===== config.mk =====
export PLATFORM = sky130hd
export DESIGN_NAME = button_conditioner
export DESIGN_NICKNAME = d
export VERILOG_FILES = /design/src/rtl/btn_pkg.sv /design/src/rtl/btn_channel.sv /design/src/rtl/button_conditioner.sv
export SDC_FILE = /design/constraint.sdc
export NUM_CORES = 1
export LEC_CHECK = 0
export BUFFER_PORTS_ARGS = -buffer_cell sky130_fd_sc_hd__buf_2
export CAP_MARGIN = 20
export CORE_MARGIN = 1
export CORE_UTILIZATION = 45
export DETAILED_ROUTE_END_ITERATION = 12
export SKIP_LAST_GASP = 1
export SLEW_MARGIN = 10
export SYNTH_ARGS = -nofsm -noshare
export SYNTH_HDL_FRONTEND = slang
export SYNTH_SLANG_ARGS = --single-unit

===== constraint.sdc =====
create_clock -name clk -period 5.5 [get_ports clk]
set_clock_uncertainty 0.2 [all_clocks]
set_input_delay 0.275 -clock clk [delete_from_list [all_inputs] [get_ports clk]]
set_output_delay 0.275 -clock clk [all_outputs]
set_load 0.005 [all_outputs]

===== src/rtl/btn_pkg.sv =====
// Shared definitions for the push-button conditioner: FSM state encodings and counter sizing.
package btn_pkg;

    localparam logic [1:0] ST_IDLE    = 2'd0;
    localparam logic [1:0] ST_PRESSED = 2'd1;
    localparam logic [1:0] ST_HELD    = 2'd2;

    // Bits needed to hold 0..max_val; never less than one so a zero limit still yields a legal vector.
    function automatic int unsigned cnt_width(input int unsigned max_val);
        return (max_val == 0) ? 1 : $clog2(max_val + 1);
    endfunction

endpackage


===== src/rtl/btn_channel.sv =====
// One push-button channel: 2-flop synchroniser, debounce, press/hold/repeat FSM and registered event pulses.
module btn_channel
    import btn_pkg::*;
#(
    parameter int unsigned DB_CYCLES     = 4,
    parameter int unsigned HOLD_CYCLES   = 1000,
    parameter int unsigned REPEAT_CYCLES = 250
) (
    input  logic clk,
    input  logic rst,
    input  logic pb_i,
    output logic level_o,
    output logic press_o,
    output logic rel_o,
    output logic hold_o,
    output logic rpt_o
);

    localparam int unsigned DBW = cnt_width(DB_CYCLES);
    localparam int unsigned HW  = cnt_width(HOLD_CYCLES);
    localparam int unsigned RW  = cnt_width(REPEAT_CYCLES);

    localparam logic [DBW-1:0] DB_MAX    = DBW'(DB_CYCLES);
    localparam logic [HW-1:0]  HOLD_LAST = HW'(HOLD_CYCLES - 1);
    localparam logic [RW-1:0]  RPT_LAST  = RW'((REPEAT_CYCLES == 0) ? 0 : REPEAT_CYCLES - 1);

    logic           sync1_q, sync2_q;
    logic           level_q, level_d;
    logic [DBW-1:0] db_cnt_q, db_cnt_d;
    logic [1:0]     state_q, state_d;
    logic [HW-1:0]  hold_cnt_q, hold_cnt_d;
    logic [RW-1:0]  rpt_cnt_q, rpt_cnt_d;
    logic           press_q, press_d;
    logic           rel_q, rel_d;
    logic           hold_q, hold_d;
    logic           rpt_q, rpt_d;

    always_comb begin
        level_d  = level_q;
        db_cnt_d = '0;
        // Toggle happens on the edge after the counter has reached the limit, clearing it at that edge.
        if (sync2_q != level_q) begin
            if (db_cnt_q == DB_MAX) begin
                level_d = ~level_q;
            end else begin
                db_cnt_d = db_cnt_q + DBW'(1);
            end
        end

        press_d = level_d & ~level_q;
        rel_d   = ~level_d & level_q;

        state_d    = state_q;
        hold_cnt_d = hold_cnt_q;
        rpt_cnt_d  = rpt_cnt_q;
        hold_d     = 1'b0;
        rpt_d      = 1'b0;

        // An accepted fall always wins, so hold/repeat events never share a cycle with rel.
        case (state_q)
            ST_IDLE: begin
                if (press_d) begin
                    state_d    = ST_PRESSED;
                    hold_cnt_d = '0;
                end
            end
            ST_PRESSED: begin
                if (rel_d) begin
                    state_d = ST_IDLE;
                end else if (hold_cnt_q == HOLD_LAST) begin
                    hold_d    = 1'b1;
                    state_d   = ST_HELD;
                    rpt_cnt_d = '0;
                end else begin
                    hold_cnt_d = hold_cnt_q + HW'(1);
                end
            end
            ST_HELD: begin
                if (rel_d) begin
                    state_d = ST_IDLE;
                end else if (REPEAT_CYCLES != 0) begin
                    if (rpt_cnt_q == RPT_LAST) begin
                        rpt_d     = 1'b1;
                        rpt_cnt_d = '0;
                    end else begin
                        rpt_cnt_d = rpt_cnt_q + RW'(1);
                    end
                end
            end
            default: state_d = ST_IDLE;
        endcase
    end

    always_ff @(posedge clk or posedge rst) begin
        if (rst) begin
            sync1_q    <= 1'b0;
            sync2_q    <= 1'b0;
            level_q    <= 1'b0;
            db_cnt_q   <= '0;
            state_q    <= ST_IDLE;
            hold_cnt_q <= '0;
            rpt_cnt_q  <= '0;
            press_q    <= 1'b0;
            rel_q      <= 1'b0;
            hold_q     <= 1'b0;
            rpt_q      <= 1'b0;
        end else begin
            sync1_q    <= pb_i;
            sync2_q    <= sync1_q;
            level_q    <= level_d;
            db_cnt_q   <= db_cnt_d;
            state_q    <= state_d;
            hold_cnt_q <= hold_cnt_d;
            rpt_cnt_q  <= rpt_cnt_d;
            press_q    <= press_d;
            rel_q      <= rel_d;
            hold_q     <= hold_d;
            rpt_q      <= rpt_d;
        end
    end

    assign level_o = level_q;
    assign press_o = press_q;
    assign rel_o   = rel_q;
    assign hold_o  = hold_q;
    assign rpt_o   = rpt_q;

endmodule


===== src/rtl/button_conditioner.sv =====
// Multi-channel push-button conditioner: one independent btn_channel per input bit.
module button_conditioner
    import btn_pkg::*;
#(
    parameter int unsigned N_CH          = 4,
    parameter int unsigned DB_CYCLES     = 4,
    parameter int unsigned HOLD_CYCLES   = 1000,
    parameter int unsigned REPEAT_CYCLES = 250
) (
    input  logic            clk,
    input  logic            rst,
    input  logic [N_CH-1:0] pb,
    output logic [N_CH-1:0] level,
    output logic [N_CH-1:0] press_pulse,
    output logic [N_CH-1:0] rel_pulse,
    output logic [N_CH-1:0] hold_pulse,
    output logic [N_CH-1:0] rpt_pulse
);

    for (genvar i = 0; i < N_CH; i++) begin : g_ch
        btn_channel #(
            .DB_CYCLES    (DB_CYCLES),
            .HOLD_CYCLES  (HOLD_CYCLES),
            .REPEAT_CYCLES(REPEAT_CYCLES)
        ) u_ch (
            .clk    (clk),
            .rst    (rst),
            .pb_i   (pb[i]),
            .level_o(level[i]),
            .press_o(press_pulse[i]),
            .rel_o  (rel_pulse[i]),
            .hold_o (hold_pulse[i]),
            .rpt_o  (rpt_pulse[i])
        );
    end

endmodule


# Word-level counts from Yosys, hierarchy flattened
# Cells that the tools add are included.
dict set report totals {
  register_bits 120
  in_bits 6
  output_inout_bits 20
  elab_cells 244
}
dict set report classes {
  addsub 12
  n_eq_ne 52
  mux 96
  bitwise 16
  reduce_logical 24
}
# cell count
set ops {}
lappend ops {{2-to-1 mux 8 bit} 16}
lappend ops {{2-to-1 mux 10 bit} 12}
lappend ops {{one-hot mux 10 bit (2 select lines)} 4}
lappend ops {{one-hot mux 8 bit (2 select lines)} 4}
lappend ops {{adder 10 x 1 -> 10 bit (second input constant)} 4}
lappend ops {{equality test 10 bit (second input constant)} 4}
lappend ops {{adder 8 x 1 -> 8 bit (second input constant)} 4}
lappend ops {{equality test 8 bit (second input constant)} 4}
lappend ops {{2-to-1 mux 1 bit} 32}
lappend ops {{2-to-1 mux 2 bit} 16}
lappend ops {{AND reduction 4 bit} 8}
lappend ops {{2-to-1 mux 3 bit} 8}
lappend ops {{!= test 2 x 1 -> 1 bit (second input constant)} 12}
lappend ops {{!= test 2 bit (second input constant)} 12}
lappend ops {{one-hot mux 2 bit (3 select lines)} 4}
lappend ops {{nonzero test 2 bit} 8}
lappend ops {{adder 3 x 1 -> 3 bit (second input constant)} 4}
lappend ops {{equality test 3 bit (second input constant)} 4}
lappend ops {{!= test 3 x 1 -> 1 bit (second input constant)} 4}
lappend ops {{AND reduction 3 bit} 4}
lappend ops {{bitwise AND 1 bit} 8}
lappend ops {{equality test 2 x 1 -> 1 bit (second input constant)} 4}
lappend ops {{equality test 2 bit (second input constant)} 4}
lappend ops {{zero test 2 bit} 4}
lappend ops {{2 further kinds} 12}

# Logic depth before layout (Yosys ltp)
# Gate-level depths: netlist of run 1.
dict set report depth {
  ltp_word 7
  ltp_mapped 8
  ltp_nobuf 7
}

# Cells and area by module
# Synthesis of run 1 repeated with hierarchy kept, for this count alone.
dict set report hier_totals {
  hier_cells 581
  area_unflattened_um2 6020.8
}
# module instances cells_each area_per_inst_um2 seq_area_each_um2
set by_module_without_submodules {}
lappend by_module_without_submodules {{btn_channel at g_ch[1].u_ch ...} 2 144 1507.7 750.7}
lappend by_module_without_submodules {{btn_channel at g_ch[3].u_ch} 1 146 1508.9 750.7}
lappend by_module_without_submodules {{btn_channel at g_ch[0].u_ch} 1 147 1496.4 750.7}

# Worst setup path before layout of run 1
# Ideal clock, no wire load.
dict set report synth_timing {
  path_type {reg2reg}
  start {reg g_ch[2].u_ch.db_cnt_q[0]}
  end {reg g_ch[2].u_ch.hold_cnt_q[8]}
  setup_time_ns 0.118
  arrival_ns 1.826
  required_time_ns 5.182
  setup_slack_ns 3.356
  path_stages_with_launch 8
  path_buffers 0
  synth_period_minus_slack_ns 2.144
  cell_sequence {dfrtp_1 -> inv_1 -> ha_1 -> nand4b_2 -> inv_1 -> or4b_1 -> a221o_1 -> a21o_1}
}
dict set report synth_via {
  elab_chain_cells 7
  word_cells_on_any_way 9
  classes_between {eq/ne: 3; mux: 2; bitwise: 3; reduce/logical: 1}
}
# item line
set synth_rtl {}
lappend synth_rtl {{start: declaration} btn_channel.sv:29} ;# logic [DBW-1:0] db_cnt_q, db_cnt_d;
lappend synth_rtl {{start signal: assignment} btn_channel.sv:111} ;# db_cnt_q <= db_cnt_d;
lappend synth_rtl {{equality test 3 bit} btn_channel.sv:43} ;# if (db_cnt_q == DB_MAX) begin
lappend synth_rtl {{2-to-1 mux 1 bit} btn_channel.sv:43}
lappend synth_rtl {{2-to-1 mux 1 bit} btn_channel.sv:42} ;# if (sync2_q != level_q) begin
lappend synth_rtl {{inverter 1 bit} btn_channel.sv:51} ;# rel_d = ~level_d & level_q;
lappend synth_rtl {{bitwise AND 1 bit} btn_channel.sv:51}
lappend synth_rtl {{via g_ch[2].u_ch.rel_d} btn_channel.sv:34} ;# logic rel_q, rel_d;
lappend synth_rtl {{!= test 2 bit (no source line)} n/a}
lappend synth_rtl {{AND reduction 4 bit (no source line)} n/a}
lappend synth_rtl {{end signal: assignment} btn_channel.sv:113} ;# hold_cnt_q <= hold_cnt_d;
lappend synth_rtl {{end: declaration} btn_channel.sv:31} ;# logic [HW-1:0] hold_cnt_q, hold_cnt_d;
# The timed path passes the listed nets, and every way through them passes these cells.
# A chain may end at the register's enable or synchronous reset.

# Final worst setup path of run 1
dict set report layout_timing {
  start {reg g_ch[3].u_ch.hold_cnt_q[0]}
  end {reg g_ch[3].u_ch.rpt_cnt_q[1]}
}
dict set report layout_via {
  elab_chain_cells 3
}
# item line
set layout_rtl {}
lappend layout_rtl {{start: declaration} btn_channel.sv:31}
lappend layout_rtl {{start signal: assignment} btn_channel.sv:113}
lappend layout_rtl {{equality test 10 bit} btn_channel.sv:70} ;# end else if (hold_cnt_q == HOLD_LAST) begin
lappend layout_rtl {{!= test 2 x 1 -> 1 bit (no source line)} n/a}
lappend layout_rtl {{AND reduction 4 bit (no source line)} n/a}
lappend layout_rtl {{end signal: assignment} btn_channel.sv:114} ;# rpt_cnt_q <= rpt_cnt_d;
lappend layout_rtl {{end: declaration} btn_channel.sv:32} ;# logic [RW-1:0] rpt_cnt_q, rpt_cnt_d;
# Every way passes these cells.

==> impl_metrics.ini, run 1 <==
[outcome]
outcome = completed

[sta]
hold_viol_final = 0
drv_slew = 0
fmax_ghz = 0.417
rsz0062_at_grt = false
fin_setup_tns_ps = 0
setup_viol = 0
slew-limit-headroom_pct = 44.9
post-route-period-util_pct = 43.6
period_needed_ps = 2400
worst_pin_slew_ps = 820

[drt]
ant_nets = 0
wirelength_mm = 11.5
drt_pass1_iterations = 5
wl_per_cell_um = 14.1
via_per_inst = 5.61
num_vias = 4578
drc = 0
drtIter0Drc = 252

[floorplan]
ioPinCount = 26
die_w_um = 119
dieArea_mm2 = 0.0141
floorplan.initialDensity_pct = 46.2
design.core.area_mm2 = 0.0132
die_y_um = 119
rows = 42

[layout]
drive_gt1_share_pct = 11.9
seqCellArea_mm2 = 0.00300
fin_util_pct = 52.5
nets = 653
diodes = 0
multi_input_area_mm2 = 0.00276
area_delta_synth_final_pct = 13.7
final_cells = 816
fillCellCount = 1203

[yosys]
yosys_register_bits = 120
syn_area_mm2 = 0.00612
synthCells = 607
syn_nets = 633
synth_top_flop_cell = dfrtp_1
yosysUniqueCellTypes = 58
async_flop_share_pct = 100
synth_area_per_cell_um2 = 10.1
yosys_warnings = 0
yosysSeqAreaShare_pct = 49.1
synth_enable_flop_cells = 0

[worst_setup_path]
cpLargestDelayFamily = simple AND/OR/NAND/NOR gates
end_kind = flop
cp_max_fo = 9
required_ps = 5600
worst-path-buf-inv = 0
path_cells = ha_1 -> nand2_1 -> nor3_1 -> a31o_2 -> mux2_2
worst_ep_arrival_time_ps = 2500
crit_path_start_kind = flop
cp_slowest_cell = nor3_1
criticalPathCategory = reg2reg
critPathMaxStageDelay_ps = 630

[power]
ir_worst_vdd_v = 0.000229
power_density_mw_per_mm2 = 390
p_leak_uw = 0.00318

[placement]
place_inst = 778
port_buffers = 25
gp_congestion = 0.835
dp_hpwl_mm = 7.71

[cts]
tritoncts = done
clock-root-buffer = clkbuf_16
cts_resized = 0
htree_levels = 4
clockBufferDepth = 2
clk_pin_slew_ps = 60
cts_sinks = 120
numCtsBuffers = 17
clkLatencyLatePin_ps = 420

[grt]
grt_max_degree = 85
grt_usage_pct = 18.1
grt_pass1_wl_mm = 20.5
gr-total-overflow = 0
antenna_found_initial = 0
grt_pass1_vias = 4483

[worst_hold_path]
hold_class = reg2reg

[run]
cap_violations = 0
[worst reg2reg max path: cells and delay by family, from the launching register on]
kind                     cells  cell delay, ps
AO/OA/AOI/OAI                1             380
adder cells (fa/ha/maj)      1             210
flip-flops                   1             380
multiplexers                 1             370
AND/OR/NAND/NOR              2             750
[placed cells by master, fill, tap and decap left out, drive strengths merged, types with 6 or more instances in the layout]
master  count
a211o       6
a211oi      6
a21oi      16
a31oi      28
a41oi       7
and3       15
buf        27
clkbuf     20
clkinv      6
dfrtp     120
ha         20
inv        42
mux2        7
mux2i      17
nand2      57
nand2b     18
nand3      25
nand4       8
nand4b      8
nor2       31
nor2b      13
nor3       13
nor4       10
o21ai      19
o221ai      6
or3         9
or4         8
xnor2       6
[flip-flops by register name, indices dropped and copies added (netlist names)]
signal                flops
g_ch.u_ch.level_o         4
g_ch.u_ch.db_cnt_q       12
g_ch.u_ch.hold_o          4
g_ch.u_ch.hold_cnt_q     40
g_ch.u_ch.rpt_o           4
g_ch.u_ch.rpt_cnt_q      32
g_ch.u_ch.state_q         8
g_ch.u_ch.sync1_q         4
g_ch.u_ch.rel_o           4
g_ch.u_ch.sync2_q         4
g_ch.u_ch.press_o         4
[power breakdown]
group / total (µW) / switching (µW) / internal (µW) / leakage (µW)
clock network: 1130 / 398 / 733 / 0.000292
registers: 1100 / 111 / 988 / 0.00163
logic: 481 / 283 / 198 / 0.00126
total: 2710 / 792 / 1920 / 0.00318
[routing by layer]
layer | vias to the layer above | part of all wire, % | GRT usage [%]
met1 | 2250 | 48 | 23.3
li1 | 2243 | - | -
met3 | 15 | 3.0 | 4.54
met4 | 0 | 1.6 | 8.15
met5 | - | 0 | 0
met2 | 70 | 47 | 28.8
[Yosys cell counts, types with 5 or more instances]
cell type / instances / area (µm²)
a211o_1: 6 / 52.6
a211oi_1: 6 / 45.0
a21o_1: 5 / 37.5
a21oi_1: 16 / 80.1
a31oi_1: 28 / 175
a41oi_1: 7 / 61.3
and2_1: 5 / 31.3
and3_1: 15 / 93.8
buf_4: 20 / 150
clkbuf_1: 8 / 30.0
dfrtp_1: 120 / 3000
ha_1: 20 / 250
inv_1: 42 / 158
mux2_2: 7 / 78.8
mux2i_1: 17 / 170
nand2_1: 57 / 214
nand2b_1: 18 / 113
nand3_1: 25 / 125
nand4_1: 8 / 50.1
nand4b_1: 7 / 61.3
nor2_1: 31 / 116
nor2b_1: 13 / 81.3
nor3_1: 13 / 65.1
nor4_1: 10 / 62.6
o211ai_1: 5 / 37.5
o21ai_0: 19 / 95.1
o221ai_1: 6 / 52.6
or3_1: 9 / 56.3
or4_1: 8 / 60.1
xnor2_1: 6 / 52.6
[cells by family after synthesis]
family	synth area share (%)
compound gates	14.2
xor+xnor	1.00
fa+ha+maj	4.09
buf+inv	5.87
flops	49.1
mux	4.07
simple gates	21.7
[area by class of cell]
| type | instances | area share (%) |
|---|---|---|
| Inverter | 42 | 2.30 |
| Tap cell | 176 | 3.17 |
| Clock buffer | 20 | 6.57 |
| Sequential cell | 120 | 43.2 |
| Multi-Input combinational cell | 414 | 39.6 |
| Timing Repair Buffer | 32 | 3.02 |
| Clock inverter | 12 | 2.16 |
[timing repair]
| action | 4_1_cts | 5_1_grt |
|---|---|---|
| setup endpoints to repair | 0 | 0 |
| hold buffers | 5 | 0 |
| buffers inserted | 0 | 0 |
| hold endpoints to repair | 87 | 0 |
[stage by stage]
| step | setup slack [ps] | instance area (µm²) | hold WS [ps] | total power [µW] |
|---|---|---|---|---|
| finish | 3100 | 6960 | 146 | 2710 |
| global route | 2880 | 6960 | 151 | 2880 |
| CTS | 3110 | 6930 | 149 | 2740 |
| detailed placement | 3120 | 6270 | 136 | 1590 |
| global placement | 3210 | 6270 | 133 | 1570 |
| floorplan | 1840 | 6120 | 106 | 1490 |
[path summary, 6_finish.rpt]
| check | from | end | slack, ps | cells after the start |
|---|---|---|---|---|
| min in group asynchronous | rst | g_ch[0].u_ch.rpt_o$_DFF_PP0_ | 260 | 3 |
| worst min-delay path | g_ch[3].u_ch.sync1_q$_DFF_PP0_ | g_ch[3].u_ch.sync2_q$_DFF_PP0_ | 150 | 0 |
| worst min register to register | g_ch[3].u_ch.sync1_q$_DFF_PP0_ | g_ch[3].u_ch.sync2_q$_DFF_PP0_ | 150 | 0 |
| max in group asynchronous | rst | g_ch[2].u_ch.db_cnt_q[0]$_DFF_PP0_ | 3740 | 5 |
| worst max-delay path | g_ch[3].u_ch.hold_cnt_q[0]$_DFFE_PP0P_ | g_ch[3].u_ch.rpt_cnt_q[1]$_DFFE_PP0P_ | 3100 | 5 |
| worst max register to register | g_ch[3].u_ch.hold_cnt_q[0]$_DFFE_PP0P_ | g_ch[3].u_ch.rpt_cnt_q[1]$_DFFE_PP0P_ | 3100 | 5 |
No activity file was read; power rests on OpenSTA's default activity.
==> inputs of run 2 (changes only) <==
- clock period: 5.5 -> 2.3 ns (I/O delays scaled with it)
==> impl_metrics.ini, run 2 (synthesized netlist as in run 1, its figures left out) <==
[placement]
dp_hpwl_mm = 7.92
pre_cts_ws_ps = 127
place_inst = 794
gp_congestion = 0.885
port_buffers = 25

[run]
cap_violations = 0

[layout]
area_delta_synth_final_pct = 15.9
final_cells = 830
nets = 668
layout_commonest_cell = dfrtp_1
regMostFlops = g_ch.u_ch.hold_cnt_q
largest_reg_flops = 40
diodes = 0
largestRegisters = g_ch.u_ch.hold_cnt_q: 40 flops, g_ch.u_ch.rpt_cnt_q: 32 flops, g_ch.u_ch.db_cnt_q: 12 flops
fin_util_pct = 53.5
drive_gt1_share_pct = 13.9
final_cell_mix = 120 x dfrtp_1, 57 x nand2_1, 41 x inv_1

[worst_setup_path]
cp_max_fo = 5
rr_startpoint = g_ch[2].u_ch.hold_cnt_q[0]$_DFFE_PP0P_
required_ps = 2400
r2r_cells = 5
r2r_slack_ps = 110
r2r_end = g_ch[2].u_ch.hold_cnt_q[8]$_DFFE_PP0P_
criticalPathCategory = reg2reg
crit_path_start_kind = flop
worst_ep_arrival_time_ps = 2290
path_cells = ha_1 -> and4_1 -> or4b_1 -> a221o_1 -> a21o_1
end_kind = flop
critPathMaxStageDelay_ps = 480
cp_slowest_cell = or4b_1

[floorplan]
design.core.area_mm2 = 0.0132
dieArea_mm2 = 0.0141
rows = 42
ioPinCount = 26
die_y_um = 119
floorplan.initialDensity_pct = 46.2
die_w_um = 119

[cts]
tritoncts = done
numCtsBuffers = 17
cts_sinks = 120
clk_pin_slew_ps = 50
htree_levels = 4
clockBufferDepth = 2
clkLatencyLatePin_ps = 400
clock-root-buffer = clkbuf_16
postCtsSetupRepairBufs = 0

[grt]
antenna_found_initial = 0
grt_pass1_wl_mm = 20.5
gr-total-overflow = 0
grt_max_degree = 121
grt_pass1_vias = 4481
grt_usage_pct = 18.2

[drt]
wirelength_mm = 11.9
num_vias = 4611
wl_per_cell_um = 14.3
via_per_inst = 5.56
drtIter0Drc = 282
drc = 0
ant_nets = 0
drt_pass1_iterations = 4

[sta]
setup_slack_ps = 108
worst_pin_slew_ps = 648
fin_setup_tns_ps = 0
drv_slew = 0
post-route-period-util_pct = 95.3
fmax_ghz = 0.456
rsz0062_at_grt = false
whs_ps = 149
hold_viol_final = 0
setup_viol = 0
period_needed_ps = 2190
slew-limit-headroom_pct = 56.8

[power]
ir_worst_vdd_v = 0.000570
p_leak_uw = 0.00327
power_density_mw_per_mm2 = 944

[worst_hold_path]
min_path_cells = 0
min_from = g_ch[3].u_ch.sync1_q$_DFF_PP0_
hold_end = g_ch[3].u_ch.sync2_q$_DFF_PP0_
hold_class = reg2reg

[outcome]
outcome = completed
[run 2: layout make-up]
cell class	instances	area, µm²
Fill cell	1201	6160
Sequential cell	120	3000
Multi-Input combinational cell	414	2760
Clock buffer	22	484
Timing Repair Buffer	47	315
Tap cell	176	220
Inverter	42	161
Clock inverter	9	145
[run 2: worst max path at each step]
stage / from / end / depth (start not counted)
6_report: g_ch[2].u_ch.hold_cnt_q[0]$_DFFE_PP0P_ / g_ch[2].u_ch.hold_cnt_q[8]$_DFFE_PP0P_ / 5
5_1_grt: g_ch[2].u_ch.hold_cnt_q[0]$_DFFE_PP0P_ / g_ch[2].u_ch.hold_cnt_q[8]$_DFFE_PP0P_ / 5
4_1_cts: g_ch[1].u_ch.hold_cnt_q[3]$_DFFE_PP0P_ / g_ch[1].u_ch.rpt_cnt_q[2]$_DFFE_PP0P_ / 4
3_5_place_dp: g_ch[1].u_ch.hold_cnt_q[3]$_DFFE_PP0P_ / g_ch[1].u_ch.rpt_cnt_q[2]$_DFFE_PP0P_ / 4
3_3_place_gp: g_ch[1].u_ch.hold_cnt_q[3]$_DFFE_PP0P_ / g_ch[1].u_ch.rpt_cnt_q[2]$_DFFE_PP0P_ / 4
2_1_floorplan: g_ch[2].u_ch.db_cnt_q[0]$_DFF_PP0_ / g_ch[2].u_ch.hold_cnt_q[8]$_DFFE_PP0P_ / 7
[run 2: critical path: cells and delay by family (launching register included)]
family,cells,cell delay (ps)
and+or+nand+nor,2,750
AOI/OAI and AO/OA,2,490
DFF,1,400
adders and majority gates,1,240
[run 2: metal layers]
layer / share of wire, % / track usage [%] / vias to the layer above
met3: 3.0 / 5.02 / 11
met5: 0 / 0 / -
met2: 50 / 30.3 / 65
met4: 0.94 / 6.41 / 0
li1: - / - / 2277
met1: 46 / 22.7 / 2258
[run 2: stage by stage]
stage	power [µW]	cell area, µm²
6_report	6690	7090
2_1_floorplan	3560	6120
3_5_place_dp	3890	6400
3_3_place_gp	3830	6400
5_1_grt	7060	7090
4_1_cts	6760	7080
[run 2: report_power, final]
| group | internal [µW] | leakage (µW) | switching, µW |
|---|---|---|---|
| combinational | 529 | 0.00132 | 708 |
| clock | 1910 | 0.000316 | 902 |
| sequential | 2360 | 0.00163 | 271 |
[run 2: repair_timing]
action | 4_1_cts | 5_1_grt
gates resized for setup | 0 | 2
setup endpoints to repair | 0 | 8
hold endpoints to repair | 124 | 0
hold buffers | 5 | 0
